File: config.mk
export PLATFORM = sky130hd
export DESIGN_NAME = op_sequencer_flat
export DESIGN_NICKNAME = d
export VERILOG_FILES = /design/src/rtl/op_seq_if.sv /design/src/rtl/op_sequencer.sv /design/src/flat_wrapper.sv
export SDC_FILE = /design/constraint.sdc
export NUM_CORES = 1
export LEC_CHECK = 0
export ABC_AREA = 1
export CORE_ASPECT_RATIO = 1.25
export CORE_MARGIN = 3
export CORE_UTILIZATION = 25
export CTS_BUF_LIST = sky130_fd_sc_hd__clkbuf_8 sky130_fd_sc_hd__clkbuf_16
export DETAILED_ROUTE_END_ITERATION = 8
export PLACE_DENSITY = 0.44
export SLEW_MARGIN = 10
export SYNTH_ARGS = -nofsm -noshare
export SYNTH_HDL_FRONTEND = slang
export SYNTH_SLANG_ARGS = --single-unit
File: constraint.sdc
create_clock -name clk -period 2.1 [get_ports clk]
set_clock_uncertainty 0.1 [all_clocks]
set_input_delay 0.315 -clock clk [delete_from_list [all_inputs] [get_ports clk]]
set_output_delay 0.315 -clock clk [all_outputs]
set_load 0.005 [all_outputs]
File: src/rtl/op_seq_if.sv
// Upstream operation request channel and datapath control outputs of op_sequencer.
// Handshake: an operation transfers on a rising clk edge where in_valid && in_ready; in_ready does not depend on in_valid.
interface op_seq_if #(
  parameter int DEPTH = 4
) ();
  localparam int CW = $clog2(DEPTH) + 1;

  logic          in_valid;
  logic          in_ready;
  logic [1:0]    in_op;
  logic [1:0]    in_reg;
  logic [8:0]    in_addr;
  logic          stall;
  logic [1:0]    select;
  logic [1:0]    regnumber;
  logic [8:0]    madd;
  logic          op_active;
  logic          op_done;
  logic          busy;
  logic [CW-1:0] count;
  logic          fsm_state;

  modport master (
    output in_valid, in_op, in_reg, in_addr, stall,
    input  in_ready, select, regnumber, madd, op_active, op_done, busy, count, fsm_state
  );

  modport slave (
    input  in_valid, in_op, in_reg, in_addr, stall,
    output in_ready, select, regnumber, madd, op_active, op_done, busy, count, fsm_state
  );
endinterface

File: src/rtl/op_sequencer.sv
// Queues load/store/add/mul operations and holds each one on the datapath controls for a
// per-opcode number of cycles, driving the no-write code (select=10) between operations.
module op_sequencer #(
  parameter int DEPTH      = 4,
  parameter int LD_CYCLES  = 2,
  parameter int ST_CYCLES  = 2,
  parameter int ALU_CYCLES = 1
) (
  input  logic clk,
  input  logic rst,
  op_seq_if.slave bus
);
  localparam int AW = $clog2(DEPTH);
  localparam int CW = AW + 1;

  typedef enum logic {IDLE = 1'b0, EXEC = 1'b1} state_t;

  state_t        state_q, state_d;
  logic [12:0]   mem [DEPTH];
  logic [AW-1:0] wr_ptr, rd_ptr;
  logic [CW-1:0] cnt_q;
  logic [3:0]    ctr_q, ctr_d;
  logic [1:0]    sel_q, sel_d, reg_q, reg_d;
  logic [8:0]    madd_q, madd_d;
  logic          done_q, done_d;
  logic          push, pop, in_ready;
  logic [12:0]   head;

  function automatic logic [3:0] hold_cycles(input logic [1:0] op);
    case (op)
      2'b00:   hold_cycles = 4'(LD_CYCLES - 1);
      2'b01:   hold_cycles = 4'(ST_CYCLES - 1);
      default: hold_cycles = 4'(ALU_CYCLES - 1);
    endcase
  endfunction

  // No full-bypass: a pop in the same cycle does not open a slot when full.
  assign in_ready = (cnt_q < CW'(DEPTH));
  assign push     = bus.in_valid & in_ready;
  assign pop      = (state_q == IDLE) && (cnt_q != '0);
  assign head     = mem[rd_ptr];

  always_ff @(posedge clk) begin
    if (push) mem[wr_ptr] <= {bus.in_op, bus.in_reg, bus.in_addr};
  end

  always_ff @(posedge clk or posedge rst) begin
    if (rst) begin
      wr_ptr <= '0;
      rd_ptr <= '0;
      cnt_q  <= '0;
    end else begin
      if (push) wr_ptr <= wr_ptr + AW'(1);
      if (pop)  rd_ptr <= rd_ptr + AW'(1);
      case ({push, pop})
        2'b10:   cnt_q <= cnt_q + CW'(1);
        2'b01:   cnt_q <= cnt_q - CW'(1);
        default: cnt_q <= cnt_q;
      endcase
    end
  end

  always_ff @(posedge clk or posedge rst) begin
    if (rst) begin
      state_q <= IDLE;
      ctr_q   <= '0;
      sel_q   <= 2'b10;
      reg_q   <= '0;
      madd_q  <= '0;
      done_q  <= 1'b0;
    end else begin
      state_q <= state_d;
      ctr_q   <= ctr_d;
      sel_q   <= sel_d;
      reg_q   <= reg_d;
      madd_q  <= madd_d;
      done_q  <= done_d;
    end
  end

  // Datapath controls are loaded on the pop edge and restored to the idle code on the
  // completing edge, so they are registered and constant for the whole operation.
  always_comb begin
    state_d = state_q;
    ctr_d   = ctr_q;
    sel_d   = sel_q;
    reg_d   = reg_q;
    madd_d  = madd_q;
    done_d  = 1'b0;
    case (state_q)
      IDLE: begin
        if (pop) begin
          state_d = EXEC;
          sel_d   = head[12:11];
          reg_d   = head[10:9];
          madd_d  = head[8:0];
          ctr_d   = hold_cycles(head[12:11]);
        end
      end
      EXEC: begin
        if (!bus.stall) begin
          if (ctr_q == '0) begin
            state_d = IDLE;
            sel_d   = 2'b10;
            reg_d   = '0;
            madd_d  = '0;
            done_d  = 1'b1;
          end else begin
            ctr_d = ctr_q - 4'd1;
          end
        end
      end
      default: state_d = IDLE;
    endcase
  end

  assign bus.in_ready  = in_ready;
  assign bus.select    = sel_q;
  assign bus.regnumber = reg_q;
  assign bus.madd      = madd_q;
  assign bus.op_active = (state_q == EXEC);
  assign bus.op_done   = done_q;
  assign bus.busy      = (state_q != IDLE) || (cnt_q != '0);
  assign bus.count     = cnt_q;
  assign bus.fsm_state = (state_q == EXEC);
endmodule

File: src/flat_wrapper.sv
// flat-port wrapper written by rule: the top's interface ports become plain ports
module op_sequencer_flat 
#(
  parameter int DEPTH      = 4,
  parameter int LD_CYCLES  = 2,
  parameter int ST_CYCLES  = 2,
  parameter int ALU_CYCLES = 1
)
  (clk, rst, bus_in_valid, bus_in_op, bus_in_reg, bus_in_addr, bus_stall, bus_in_ready, bus_select, bus_regnumber, bus_madd, bus_op_active, bus_op_done, bus_busy, bus_count, bus_fsm_state);
  op_seq_if #(.DEPTH(DEPTH)) bus_i ();
  input  logic clk;
  input  logic rst;
  input wire logic [$bits(bus_i.in_valid)-1:0] bus_in_valid;
  input wire logic [$bits(bus_i.in_op)-1:0] bus_in_op;
  input wire logic [$bits(bus_i.in_reg)-1:0] bus_in_reg;
  input wire logic [$bits(bus_i.in_addr)-1:0] bus_in_addr;
  input wire logic [$bits(bus_i.stall)-1:0] bus_stall;
  output wire logic [$bits(bus_i.in_ready)-1:0] bus_in_ready;
  output wire logic [$bits(bus_i.select)-1:0] bus_select;
  output wire logic [$bits(bus_i.regnumber)-1:0] bus_regnumber;
  output wire logic [$bits(bus_i.madd)-1:0] bus_madd;
  output wire logic [$bits(bus_i.op_active)-1:0] bus_op_active;
  output wire logic [$bits(bus_i.op_done)-1:0] bus_op_done;
  output wire logic [$bits(bus_i.busy)-1:0] bus_busy;
  output wire logic [$bits(bus_i.count)-1:0] bus_count;
  output wire logic [$bits(bus_i.fsm_state)-1:0] bus_fsm_state;
  assign bus_i.in_valid = bus_in_valid;
  assign bus_i.in_op = bus_in_op;
  assign bus_i.in_reg = bus_in_reg;
  assign bus_i.in_addr = bus_in_addr;
  assign bus_i.stall = bus_stall;
  assign bus_in_ready = bus_i.in_ready;
  assign bus_select = bus_i.select;
  assign bus_regnumber = bus_i.regnumber;
  assign bus_madd = bus_i.madd;
  assign bus_op_active = bus_i.op_active;
  assign bus_op_done = bus_i.op_done;
  assign bus_busy = bus_i.busy;
  assign bus_count = bus_i.count;
  assign bus_fsm_state = bus_i.fsm_state;
  op_sequencer #(.DEPTH(DEPTH), .LD_CYCLES(LD_CYCLES), .ST_CYCLES(ST_CYCLES), .ALU_CYCLES(ALU_CYCLES)) u_core (.clk(clk), .rst(rst), .bus(bus_i));
endmodule
# Yosys cells after proc, flatten, opt, wreduce, memory -nomap -nowiden
# Memories as Yosys holds them, arrays and structs flattened.
# Index checks and enable logic that the tools add are counted.
# W data, S select, Z words.
# op_classes
muxes	27
n_eq_ne	7
n_lt_le_gt_ge	1
n_reduce_logical	9
add_sub_neg	5
bitwise	2
# op_table
cell	count
$mux W9	3
$pmux W9 S2	1
$mux W2	6
$mux W4	3
$mux W1	9
$pmux W2 S2	2
$pmux W4 S2	1
$ne A2 B2 Y1 const B	3
$pmux W3 S2	1
$reduce_and A3 Y1	2
$add A2 B1 Y2 const B	2
$eq A2 B1 Y1 const B	2
$logic_not A4 Y1	1
$sub A4 B1 Y4 const B	1
$add A3 B1 Y3 const B	1
$lt A3 B3 Y1 const B	1
$reduce_bool A3 Y1	1
$sub A3 B1 Y3 const B	1
$eq A2 B2 Y1 const B	1
$logic_not A2 Y1	1
$ne A2 B1 Y1 const B	1
$pmux W1 S2	1
$reduce_bool A2 Y1	1
$reduce_or A2 Y1	1
other kinds (4)	4
# word_totals
mem_bits_rw	52
regBits	26
out_inout_bits	21
in_bits	17
word_cells	61
mem_count	1
# mem_list
memory	words	width	read_ports	rd_clocked_by_memory_dff	wr	line_no	rtl
u_core.mem	4	13	1	0	1	op_sequencer.sv:19	logic [12:0] mem [DEPTH];

# Logic depth before layout (Yosys ltp)
# Gate-level depths: netlist (run 1).
# An unclocked memory read counts as a cell.
# logic_depth
ltp_word	6
mapped_depth	11

# Worst setup path before layout (run 1)
# No wires, ideal clock.
# synth_timing
path_type	register -> register
from	register u_core.state_q, in the netlist u_core.bus.fsm_state
to	register u_core.cnt_q[2], in the netlist u_core.bus.count[2]
setup_slack_ps	75
arrival_time_ps	1794
required_ps	1869
stages_incl_launch_ff	11
cell_sequence	dfrtp_1 > inv_2 > nand2_2 > inv_1 > buf_4 > ha_1 > inv_1 > fa_1 > a21oi_1 > o21ai_0 > xor2_1
# synth_via
elab_chain_len	4
word_cells_on_any_way	6
# synth_rtl
item	line_no	rtl
start: declaration	op_sequencer.sv:18	state_t state_q, state_d;
start signal: assignment	op_sequencer.sv:72	state_q <= state_d;
$not A1 Y1 (*)	op_sequencer.sv:40	assign pop = (state_q == IDLE) && (cnt_q != '0);
$logic_and A1 B1 Y1 (*)	op_sequencer.sv:40	
via u_core.pop	op_sequencer.sv:26	logic push, pop, in_ready;
$eq A2 B1 Y1 or $eq A2 B2 Y1 (tied branches)	op_sequencer.sv:55	case ({push, pop})
$pmux W3 S2 or $reduce_bool A2 Y1 (tied branches)	-	
end signal: assignment	op_sequencer.sv:56	2'b10: cnt_q <= cnt_q + CW'(1);
end signal: assignment	op_sequencer.sv:57	2'b01: cnt_q <= cnt_q - CW'(1);
end signal: assignment	op_sequencer.sv:58	default: cnt_q <= cnt_q;
end: declaration	op_sequencer.sv:21	logic [CW-1:0] cnt_q;
# Mark *: on every way through the listed nets, which the timed path passes. The rest lies on a longest branch.
# A chain may end at the register's enable or synchronous reset.

# Worst setup path in the final report (run 1)
# layout_timing
from	register u_core.cnt_q[0], in the netlist u_core.bus.count[0]
to	register u_core.cnt_q[2], in the netlist u_core.bus.count[2]
# layout_via
elab_chain_len	4
word_cells_on_any_way	10
# layout_rtl
item	line_no
$lt A3 B3 Y1 or $reduce_bool A3 Y1 (tied branches)	op_sequencer.sv:38, op_sequencer.sv:40
$and A1 B1 Y1 or $logic_and A1 B1 Y1 (tied branches)	op_sequencer.sv:39, op_sequencer.sv:40
$eq A2 B1 Y1 or $eq A2 B2 Y1 (tied branches)	op_sequencer.sv:55
$pmux W3 S2 or $reduce_bool A2 Y1 (tied branches)	-
# Parallel ways exist; a longest one is shown, timed or not.

==> run_results.csv, run 1 <==
group,metric,value,unit
synth,synth.avg_cell_area,11.8,um^2
worst_setup_path,reg2reg_depth,10,
grt,first_global_vias,2105,
die,start_util,0.261,
cells_and_area,layout_commonest_cell,"edfxtp_1",
cells_and_area,num_antenna_cells,0,
sta,final.min_clock_period,1.92,ns
sta,rsz0062_at_grt,"false",
placement,dp_hpwl,4360,um
clock_network,cts_tree,"done",
grt,antenna_found_initial,0,
worst_setup_path,endpoint,"u_core.bus.count[2]",
power,seq_power_share,0.384,
clock_network,cts_setup_buffers,0,
placement,io_buffer_count,37,
die,die_h,133,um
worst_setup_path,crit_chain,"inv_1 -> nand3_1 -> nand2_2 -> inv_1 -> ha_1 -> inv_1 -> fa_1 -> a21oi_1 -> o21ai_0 -> xor2_1",
grt,grt_max_degree,28,
sta,tightest_slew,0.416,ns
synth,synth.area.top_cells,"edfxtp_1 (48%), dfrtp_1 (19%), nand2_1 (4.9%)",
sta,final.period_utilization,0.915,
grt,track_usage,0.0982,
sta,max_freq,520,MHz
grt,grt_overflow,0,
cells_and_area,final_cell_mix,"edfxtp_1 (52), nand2_1 (42), nor2_1 (41), clkdlybuf4s50_1 (37), o21ai_0 (29)",
power,p_int,3.85,mW
die,ios,38,
clock_network,cts_buffer_depth,2,
worst_setup_path,cpMostUsedCell,"inv_1",
clock_network,htree_levels,3,
worst_setup_path,crit_start,"u_core.bus.count[0]",
worst_setup_path,slowest_delay,0.39,ns
power,peakVddDrop,0.463,mV
drt,totalWireLength,6650,um
drt,drc_errors,0,
worst_setup_path,cp_slowest_cell,"dfrtp_1",
synth,synthDistinctLibCells,26,
synth,synthCells,274,
worst_setup_path,critical_path_class,"reg2reg",
clock_network,clock-root-buffer,"clkbuf_16",
worst_setup_path,r2r_slack,0.18,ns
synth,yosys_warnings,0,
power,comb_power_share,0.356,
outcome,outcome,"finished, final reports clean",
sta,hold_violations,0,
worst_setup_path,critPathTopFamily,"adder cells",
worst_hold_path,hold_path_class,"in2async",
drt,via_per_inst,4.17,
grt,met2_usage,0.156,
grt,grtUsageMet3,0.0247,
drt,drt_first_pass_iters,4,
drt,via_count,2052,
drt,drtAntennaViolNets,0,
synth,ys_seq_area_frac,0.685,
clock_network,cts_hold_repair.buffers,0,
clock_network,cts.sinks,78,
power,p_leak,1.62,nW
die,fp.dieW,108,um
flow_run,max_cap_violations,0,
synth,ys_ff_latch,78,
synth,synth_top_area_share,0.483,
grt,grtUsageMet1,0.126,
cells_and_area,nets,348,
sta,fin_hold_ws,0.249,ns
grt,busiest_layer,"met2",
worst_setup_path,required,2.21,ns
worst_setup_path,critPathBufInv,3,
sta,drv_slew,0,
clock_network,clk_latency,0.33,ns
worst_setup_path,reg2reg_from,"u_core.bus.count[0]",
clock_network,clk_pin_slew_worst_paths,0.06,ns
sta,setup_viol,0,
cells_and_area,drive_gt1_frac,0.110,
sta,relSlewSlack,0.723,
sta,fin_setup_tns,0,ns
drt,post_drt_wl_per_cell,13.5,um
die,rows,45,
drt,drt_iter0_markers,82,
die,die_area,14300,um^2
power,p_switching,1.95,mW
synth,syn_area,3230,um^2
worst_setup_path,path_depth,10,
clock_network,cts_inserted_buffers,9,
synth,synth_top_area_cell,"edfxtp_1",
worst_setup_path,path_max_fanout,3,
die,core_area,12400,um^2
worst_setup_path,worstPathArrival,2.03,ns
worst_setup_path,cp-end-kind,"register",
power,p_sw_frac,0.336,
power,p_clk_frac,0.260,
synth,syn-num-nets,299,
worst_setup_path,r2r_end,"u_core.bus.count[2]",
power,p_per_area,1410,nW/um^2
worst_setup_path,startpoint_type,"register",
clock_network,cts_resized,0,
cells_and_area,areaGrowthSynthToFinish,27.3,%
placement,gp_congestion,0.720,
grt,grt_pass1_wl,10800,um
-- sequential cells by signal, summed over array words and instances, names as in the netlist --
| signal | cells |
|---|---|
| u_core.mem | 52 |
| u_core.ctr_q | 4 |
| u_core.wr_ptr | 2 |
| u_core.bus.fsm_state | 1 |
| u_core.rd_ptr | 2 |
| u_core.bus.regnumber | 2 |
| u_core.bus.select | 2 |
| u_core.bus.op_done | 1 |
| u_core.bus.count | 3 |
| u_core.bus.madd | 9 |
-- how the worst min path moves through the flow --
stage                         start                      end  slack, ns  cells after the start
3_3_place_gp   u_core.bus.select[1]     u_core.bus.select[1]       0.38                      2
6_report                        rst  u_core.bus.regnumber[1]       0.25                      3
4_1_cts                         rst          u_core.ctr_q[3]       0.26                      3
3_5_place_dp   u_core.bus.select[1]     u_core.bus.select[1]       0.38                      2
2_1_floorplan                   rst      u_core.bus.count[0]       0.25                      1
5_1_grt                         rst  u_core.bus.regnumber[1]       0.29                      3
-- cells in the mapped netlist --
cell and instances:
o22ai_1 12, buf_2 2, nand2_4 1, dfstp_2 1, o21ai_0 29, nand2_2 2
inv_4 1, buf_6 4, a21oi_1 3, buf_4 4, nand4_1 1, xor2_1 4
dfrtp_1 25, inv_2 2, clkbuf_2 1, fa_1 1, buf_8 1, nor2_1 41
nor2_4 1, edfxtp_1 52, nand2_1 42, nor2_2 2, inv_1 17, xnor2_1 1
ha_1 7, nand3_1 17
-- power by group through the flow --
stage / Sequential, mW / Clock, mW / Combinational, mW
after global routing: 2.28 / 1.61 / 2.36
after floorplan: 2.23 / 0 / 1.34
after CTS: 2.24 / 1.55 / 2.13
after detailed placement: 2.27 / 0 / 2.11
after global placement: 2.26 / 0 / 2.10
final: 2.23 / 1.51 / 2.07
-- tightest hold or removal path: cells and delay by family --
family	cells	cell delay (ns)
buffers and inverters	3	0.76
-- logic make-up after synthesis --
group / share of synthesized area
simple gates: 0.139
compound gates: 0.0728
xor+xnor: 0.0135
fa+ha+maj: 0.0333
buf+inv: 0.0565
flops: 0.685
-- through the flow --
stage	power (mW)	area [um^2]	utilization	setup slack, ns	std cells
global route	6.25	4120	0.332	0.0234	492
CTS	5.92	4120	0.332	0.168	492
detailed placement	4.38	3830	0.309	0.0671	476
global placement	4.36	3830	0.309	0.0796	476
finish	5.81	4120	0.332	0.178	492
floorplan	3.57	3230	-	0.0753	274
-- area by class of cell --
class	count	area, um^2
repair buffers	50	493
multi-input cells	164	837
flip-flops and latches	78	2210
clock inverters	7	63.8
well taps	164	205
clock buffers	9	225
fillers	1271	8270
inverters	20	77.6
-- per-layer routing --
metal  up-vias  wire (um)
li1       1029          -
met1       979       3150
met2        34       3140
met3        10        230
met4         0        125
met5         -          0
Power figures use the tool's default switching activity.
==> run 2, diff against run 1 <==
ABC_AREA = 0   (was 1)
PLACE_DENSITY = 0.45   (was 0.44)
==> run_results.csv, run 2 <==
group,metric,value,unit
outcome,outcome,"finished, final reports clean",
placement,gp_congestion,0.716,
worst_setup_path,startpoint_type,"register",
drt,via_per_inst,4.12,
synth,synthMuxAreaShare,0.0968,
cells_and_area,largest_reg_flops,52,
sta,hold_violations,0,
cells_and_area,drive_gt1_frac,0.223,
worst_setup_path,cp-end-kind,"register",
cells_and_area,regMostFlops,"u_core.mem",
sta,tightest_slew,0.374,ns
die,start_util,0.257,
clock_network,clock-root-buffer,"clkbuf_16",
cells_and_area,nets,253,
clock_network,cts_tree,"done",
clock_network,clk_pin_slew_worst_paths,0.06,ns
grt,antenna_found_initial,0,
clock_network,htree_levels,3,
sta,fin_setup_tns,0,ns
sta,final.min_clock_period,1.83,ns
clock_network,cts.sinks,78,
die,fp.dieW,106,um
worst_setup_path,cp_slowest_cell,"dfrtp_1",
sta,rsz0062_at_grt,"false",
worst_setup_path,critical_path_class,"reg2reg",
sta,relSlewSlack,0.751,
cells_and_area,final_area,4140,um^2
clock_network,cts_hold_repair.buffers,0,
cells_and_area,layout_commonest_cell,"edfxtp_1",
drt,post_drt_wl_per_cell,15.7,um
synth,syn-num-nets,196,
drt,drt_first_pass_iters,4,
drt,totalWireLength,6250,um
grt,grt_max_degree,27,
placement,dpl_cell_area,3810,um^2
worst_setup_path,worstPathArrival,1.97,ns
worst_setup_path,required,2.24,ns
grt,first_global_vias,1800,
synth,synth_top_area_share,0.499,
power,p_per_area,1360,nW/um^2
cells_and_area,areaGrowthSynthToFinish,32.3,%
synth,synth_xor_area_frac,0.0168,
worst_setup_path,critPathBufInv,1,
clock_network,cts_buffer_depth,2,
synth,synthCells,171,
grt,track_usage,0.0966,
power,p_switching,1.58,mW
synth,ys_ff_latch,78,
synth,synthAdderAreaFrac,0.0344,
cells_and_area,final_cell_mix,"edfxtp_1 (52), clkdlybuf4s50_1 (36), dfrtp_1 (25), mux4_2 (13), inv_1 (13)",
synth,ys.flop_type,"edfxtp_1",
synth,synth.area.top_cells,"edfxtp_1 (50%), dfrtp_1 (20%), mux4_2 (9.4%)",
worst_setup_path,critPathTopFamily,"adder cells",
power,peakVddDrop,0.469,mV
sta,max_freq,548,MHz
sta,final.period_utilization,0.869,
synth,synthArstFlopShare,0.333,
power,seq_power_share,0.396,
synth,synth_commonest_cells,"edfxtp_1 (52), dfrtp_1 (25), mux4_2 (13)",
die,die_h,131,um
power,p_leak,1.53,nW
die,die_area,13900,um^2
clock_network,cts_inserted_buffers,9,
cells_and_area,num_antenna_cells,0,
power,p_sw_frac,0.280,
worst_hold_path,hold_path_class,"in2async",
grt,grt_overflow,0,
synth,synth-compound-area-share,0.0632,
synth,synth.avg_cell_area,18.3,um^2
flow_run,max_cap_violations,0,
placement,dp_hpwl,4060,um
synth,yosys_warnings,0,
die,rows,45,
drt,via_count,1634,
synth,synth_edf_count,52,
synth,synth_top_area_cell,"edfxtp_1",
synth,yosysMostFrequentCell,"edfxtp_1",
placement,io_buffer_count,37,
die,ios,38,
drt,drtAntennaViolNets,0,
synth,ys_seq_area_frac,0.708,
sta,fin_hold_ws,0.256,ns
drt,drt_iter0_markers,50,
power,p_int,4.06,mW
die,core_area,12200,um^2
worst_setup_path,crit_chain,"nor3_2 -> nor2_2 -> ha_1 -> inv_1 -> fa_1 -> xor2_1 -> nor2_1 -> xnor2_1",
synth,synthDistinctLibCells,39,
worst_setup_path,slowest_delay,0.44,ns
synth,synth_top_family_by_area,"multiplexers",
worst_setup_path,path_max_fanout,5,
synth,syn_area,3130,um^2
clock_network,clk_latency,0.32,ns
power,p_clk_frac,0.289,
sta,drv_slew,0,
sta,setup_viol,0,
synth,synth-simple-area-share,0.0492,
drt,drc_errors,0,
grt,grt_pass1_wl,9850,um
power,comb_power_share,0.316,
## run 2: cell types whose count changed in the layout (fill, tap and decap cells not counted), moves of 5 or more
cell	delta
mux4_2	+13
o22ai_1	-12
and2_1	+5
a22o_1	+12
nand3_1	-16
o21ai_0	-27
nand2_1	-40
nor2_1	-40
## run 2: worst reg2reg max path, delay by kind of cell (launching register included)
kind | cells | cell delay [ns]
flops | 1 | 0.44
simple gates | 3 | 0.31
fa+ha+maj | 2 | 0.57
buf+inv | 1 | 0.06
xor+xnor | 2 | 0.28
## run 2: area by class of cell
type,count,area [um^2]
fill,1216,8020
sequential,78,2210
multi-input combinational,74,815
timing repair buffer,53,543
clock buffer,9,225
tap,164,205
clock inverter,7,91.3
inverter,12,45.0
## run 2: kinds of logic after synthesis
kind of cell	count (synthesis)
AOI/OAI and AO/OA	24
xor gates and xnor gates	6
adders and majority gates	8
buffers and inverters	19
DFF	78
muxes	14
and+or+nand+nor	22
## run 2: per-layer routing
metal | routed length, um | share of wire | track usage | up-vias
met5 | 0 | 0 | 0 | -
met4 | 61 | 0.0098 | 0.0366 | 0
met3 | 199 | 0.032 | 0.0251 | 5
met2 | 3230 | 0.52 | 0.165 | 31
met1 | 2760 | 0.44 | 0.118 | 828
li1 | - | - | - | 770
## run 2: repair_timing
action / 4_1_cts / 5_1_grt
endpoints found under the hold margin: 0 / 0
endpoints found under the setup margin: 1 / 1
pin swaps: 1 / 1
gates resized for setup: 0 / 1
buffers inserted: 0 / 1
## run 2: path summary, 6_finish.rpt
| path | startpoint | endpoint | slack [ns] | cells after the start |
|---|---|---|---|---|
| worst max-delay path | u_core.bus.count[0] | u_core.bus.count[2] | 0.27 | 8 |
| worst min-delay path | rst | u_core.bus.count[1] | 0.26 | 3 |
| min in group clk | u_core.bus.madd[2] | u_core.bus.madd[2] | 0.41 | 1 |
| worst min register to register | u_core.bus.madd[2] | u_core.bus.madd[2] | 0.41 | 1 |
| max in group asynchronous | rst | u_core.bus.select[1] | 1.32 | 3 |
| worst max register to register | u_core.bus.count[0] | u_core.bus.count[2] | 0.27 | 8 |
## run 2: power by group through the flow
stage	Sequential [mW]	Clock, mW	Combinational, mW
2_1_floorplan	2.22	0	1.11
6_report	2.23	1.63	1.78
5_1_grt	2.28	1.74	1.97
4_1_cts	2.24	1.67	1.83
3_5_place_dp	2.27	0	1.83
3_3_place_gp	2.28	0	1.82
## run 2: metrics by stage
stage               total power, mW   util  cells  worst slack (ns)
floorplan                      3.32      -    171            0.0116
global placement               4.09  0.313    380            0.0347
detailed placement             4.10  0.313    380            0.0363
CTS                            5.75  0.339    396            0.0208
global route                   5.99  0.340    397             0.146
finish                         5.64  0.340    397             0.275
==> run 3, diff against run 2 <==
CORE_MARGIN = not set   (was 3)
==> run_results.csv, run 3 (synthesis gave the netlist of run 2 again) <==
group,metric,value,unit
sta,max_freq,509,MHz
placement,dp_hpwl,3920,um
sta,tightest_slew,0.505,ns
worst_setup_path,startpoint_type,"register",
grt,grt_max_degree,27,
sta,drv_slew,0,
sta,hold_violations,0,
placement,io_buffer_count,37,
cells_and_area,final_cell_mix,"edfxtp_1 (52), clkdlybuf4s50_1 (37), dfrtp_1 (25), mux4_2 (13), a22o_1 (12)",
sta,fin_setup_tns,0,ns
worst_hold_path,hold_path_class,"in2async",
cells_and_area,regMostFlops,"u_core.mem",
cells_and_area,drive_gt1_frac,0.222,
clock_network,cts_tree,"done",
clock_network,cts_inserted_buffers,9,
drt,drt_first_pass_iters,4,
worst_setup_path,critical_path_class,"reg2out",
drt,post_drt_wl_per_cell,15.5,um
drt,drt_iter0_markers,53,
drt,via_count,1644,
sta,setup_viol,0,
grt,grt_overflow,0,
clock_network,cts_buffer_depth,2,
worst_setup_path,critPathBufInv,1,
sta,relSlewSlack,0.664,
power,p_per_area,1330,nW/um^2
die,die_area,13000,um^2
clock_network,cts.sinks,78,
drt,totalWireLength,6130,um
sta,final.min_clock_period,1.96,ns
clock_network,cts_setup_buffers,0,
clock_network,clock-root-buffer,"clkbuf_16",
cells_and_area,post-route-util,0.335,
worst_setup_path,path_max_fanout,5,
outcome,outcome,"finished, final reports clean",
die,die_h,127,um
worst_setup_path,cp_slowest_cell,"dfrtp_1",
drt,m1WireLength,2640,um
worst_setup_path,critPathTopFamily,"flip-flops",
worst_setup_path,cp-end-kind,"primary output",
grt,track_usage,0.106,
worst_setup_path,crit_start,"u_core.bus.count[0]",
sta,fin_hold_ws,0.266,ns
flow_run,max_cap_violations,0,
die,core_area,12200,um^2
sta,final.period_utilization,0.935,
drt,via_per_inst,4.17,
drt,drtAntennaViolNets,0,
die,start_util,0.257,
grt,antenna_found_initial,0,
power,p_leak,1.50,nW
power,finalPower,5.44,mW
drt,top_layer,"met4",
cells_and_area,largest_reg_flops,52,
placement,gp_congestion,0.690,
clock_network,cts_resized,0,
worst_setup_path,required,1.68,ns
cells_and_area,areaGrowthSynthToFinish,30.5,%
cells_and_area,layout.cells.non_filler,394,
sta,rsz0062_at_grt,"false",
clock_network,clk_pin_slew_worst_paths,0.06,ns
cells_and_area,nets,250,
die,fp.dieW,102,um
die,ios,38,
clock_network,cts_hold_repair.buffers,0,
worst_setup_path,slowest_delay,0.45,ns
die,rows,45,
power,peakVddDrop,0.401,mV
grt,first_global_vias,1789,
clock_network,clk_latency,0.32,ns
drt,drc_errors,0,
placement,dp_cells,378,
grt,grt_pass1_wl,9970,um
drt,dr_wl_met2,3230,um
worst_setup_path,worstPathArrival,1.55,ns
worst_setup_path,reg2reg_from,"u_core.bus.count[0]",
drt,met3_wirelength,174,um
cells_and_area,layout_commonest_cell,"edfxtp_1",
worst_setup_path,crit_chain,"nor3_4 -> nand2_1 -> clkdlybuf4s50_1",
clock_network,htree_levels,3,
cells_and_area,num_antenna_cells,0,
[run 3: changes by cell type in the layout (fill, tap and decap cells not counted), moves of 2 or more]
cell / previous run / this run
bufinv_16: 2 / 0
inv_6: 1 / 4
inv_1: 13 / 11
buf_4: 12 / 9
clkinv_2: 0 / 2
[run 3: worst paths after layout]
path                       slack (ns)  cells after the start                    to
setup / recovery                 0.14                      3              bus_busy
hold reg to reg                  0.41                      1    u_core.bus.madd[6]
hold / removal                   0.27                      3   u_core.bus.count[2]
max in group asynchronous        1.32                      3  u_core.bus.select[1]
min in group clk                 0.41                      1    u_core.bus.madd[6]
setup reg to reg                 0.25                      8   u_core.bus.count[2]
[run 3: worst reg2reg max path: cells and delay by family, from the launching register on]
family                   cells  cell delay, ns
adder cells (fa/ha/maj)      2            0.57
AND/OR/NAND/NOR              3            0.32
flip-flops                   1            0.46
buffers and inverters        1            0.06
XOR/XNOR                     2            0.27
[run 3: layer usage]
metal / GRT usage / vias to the layer above
li1: - / 765
met1: 0.135 / 841
met2: 0.175 / 32
met3: 0.0186 / 6
met4: 0.0479 / 0
met5: 0 / -
[run 3: per-stage QoR]
step	area, um^2	worst slack [ns]
finish	4080	0.136
global route	4080	0.0364
CTS	4070	0.0526
detailed placement	3800	0.0159
global placement	3800	0.0401
floorplan	3130	0.0116
[run 3: layout make-up]
cell class	instances	area, um^2
fill	1220	8080
sequential	78	2210
multi-input combinational	74	821
timing repair buffer	50	518
clock buffer	9	225
tap	164	205
clock inverter	7	52.6
inverter	12	45.0
[run 3: where the power goes]
group / leakage, nW / internal [mW] / switching [mW]
registers: 0.795 / 2.01 / 0.221
clock network: 0.137 / 0.812 / 0.624
logic: 0.570 / 0.987 / 0.780
total: 1.50 / 3.81 / 1.63
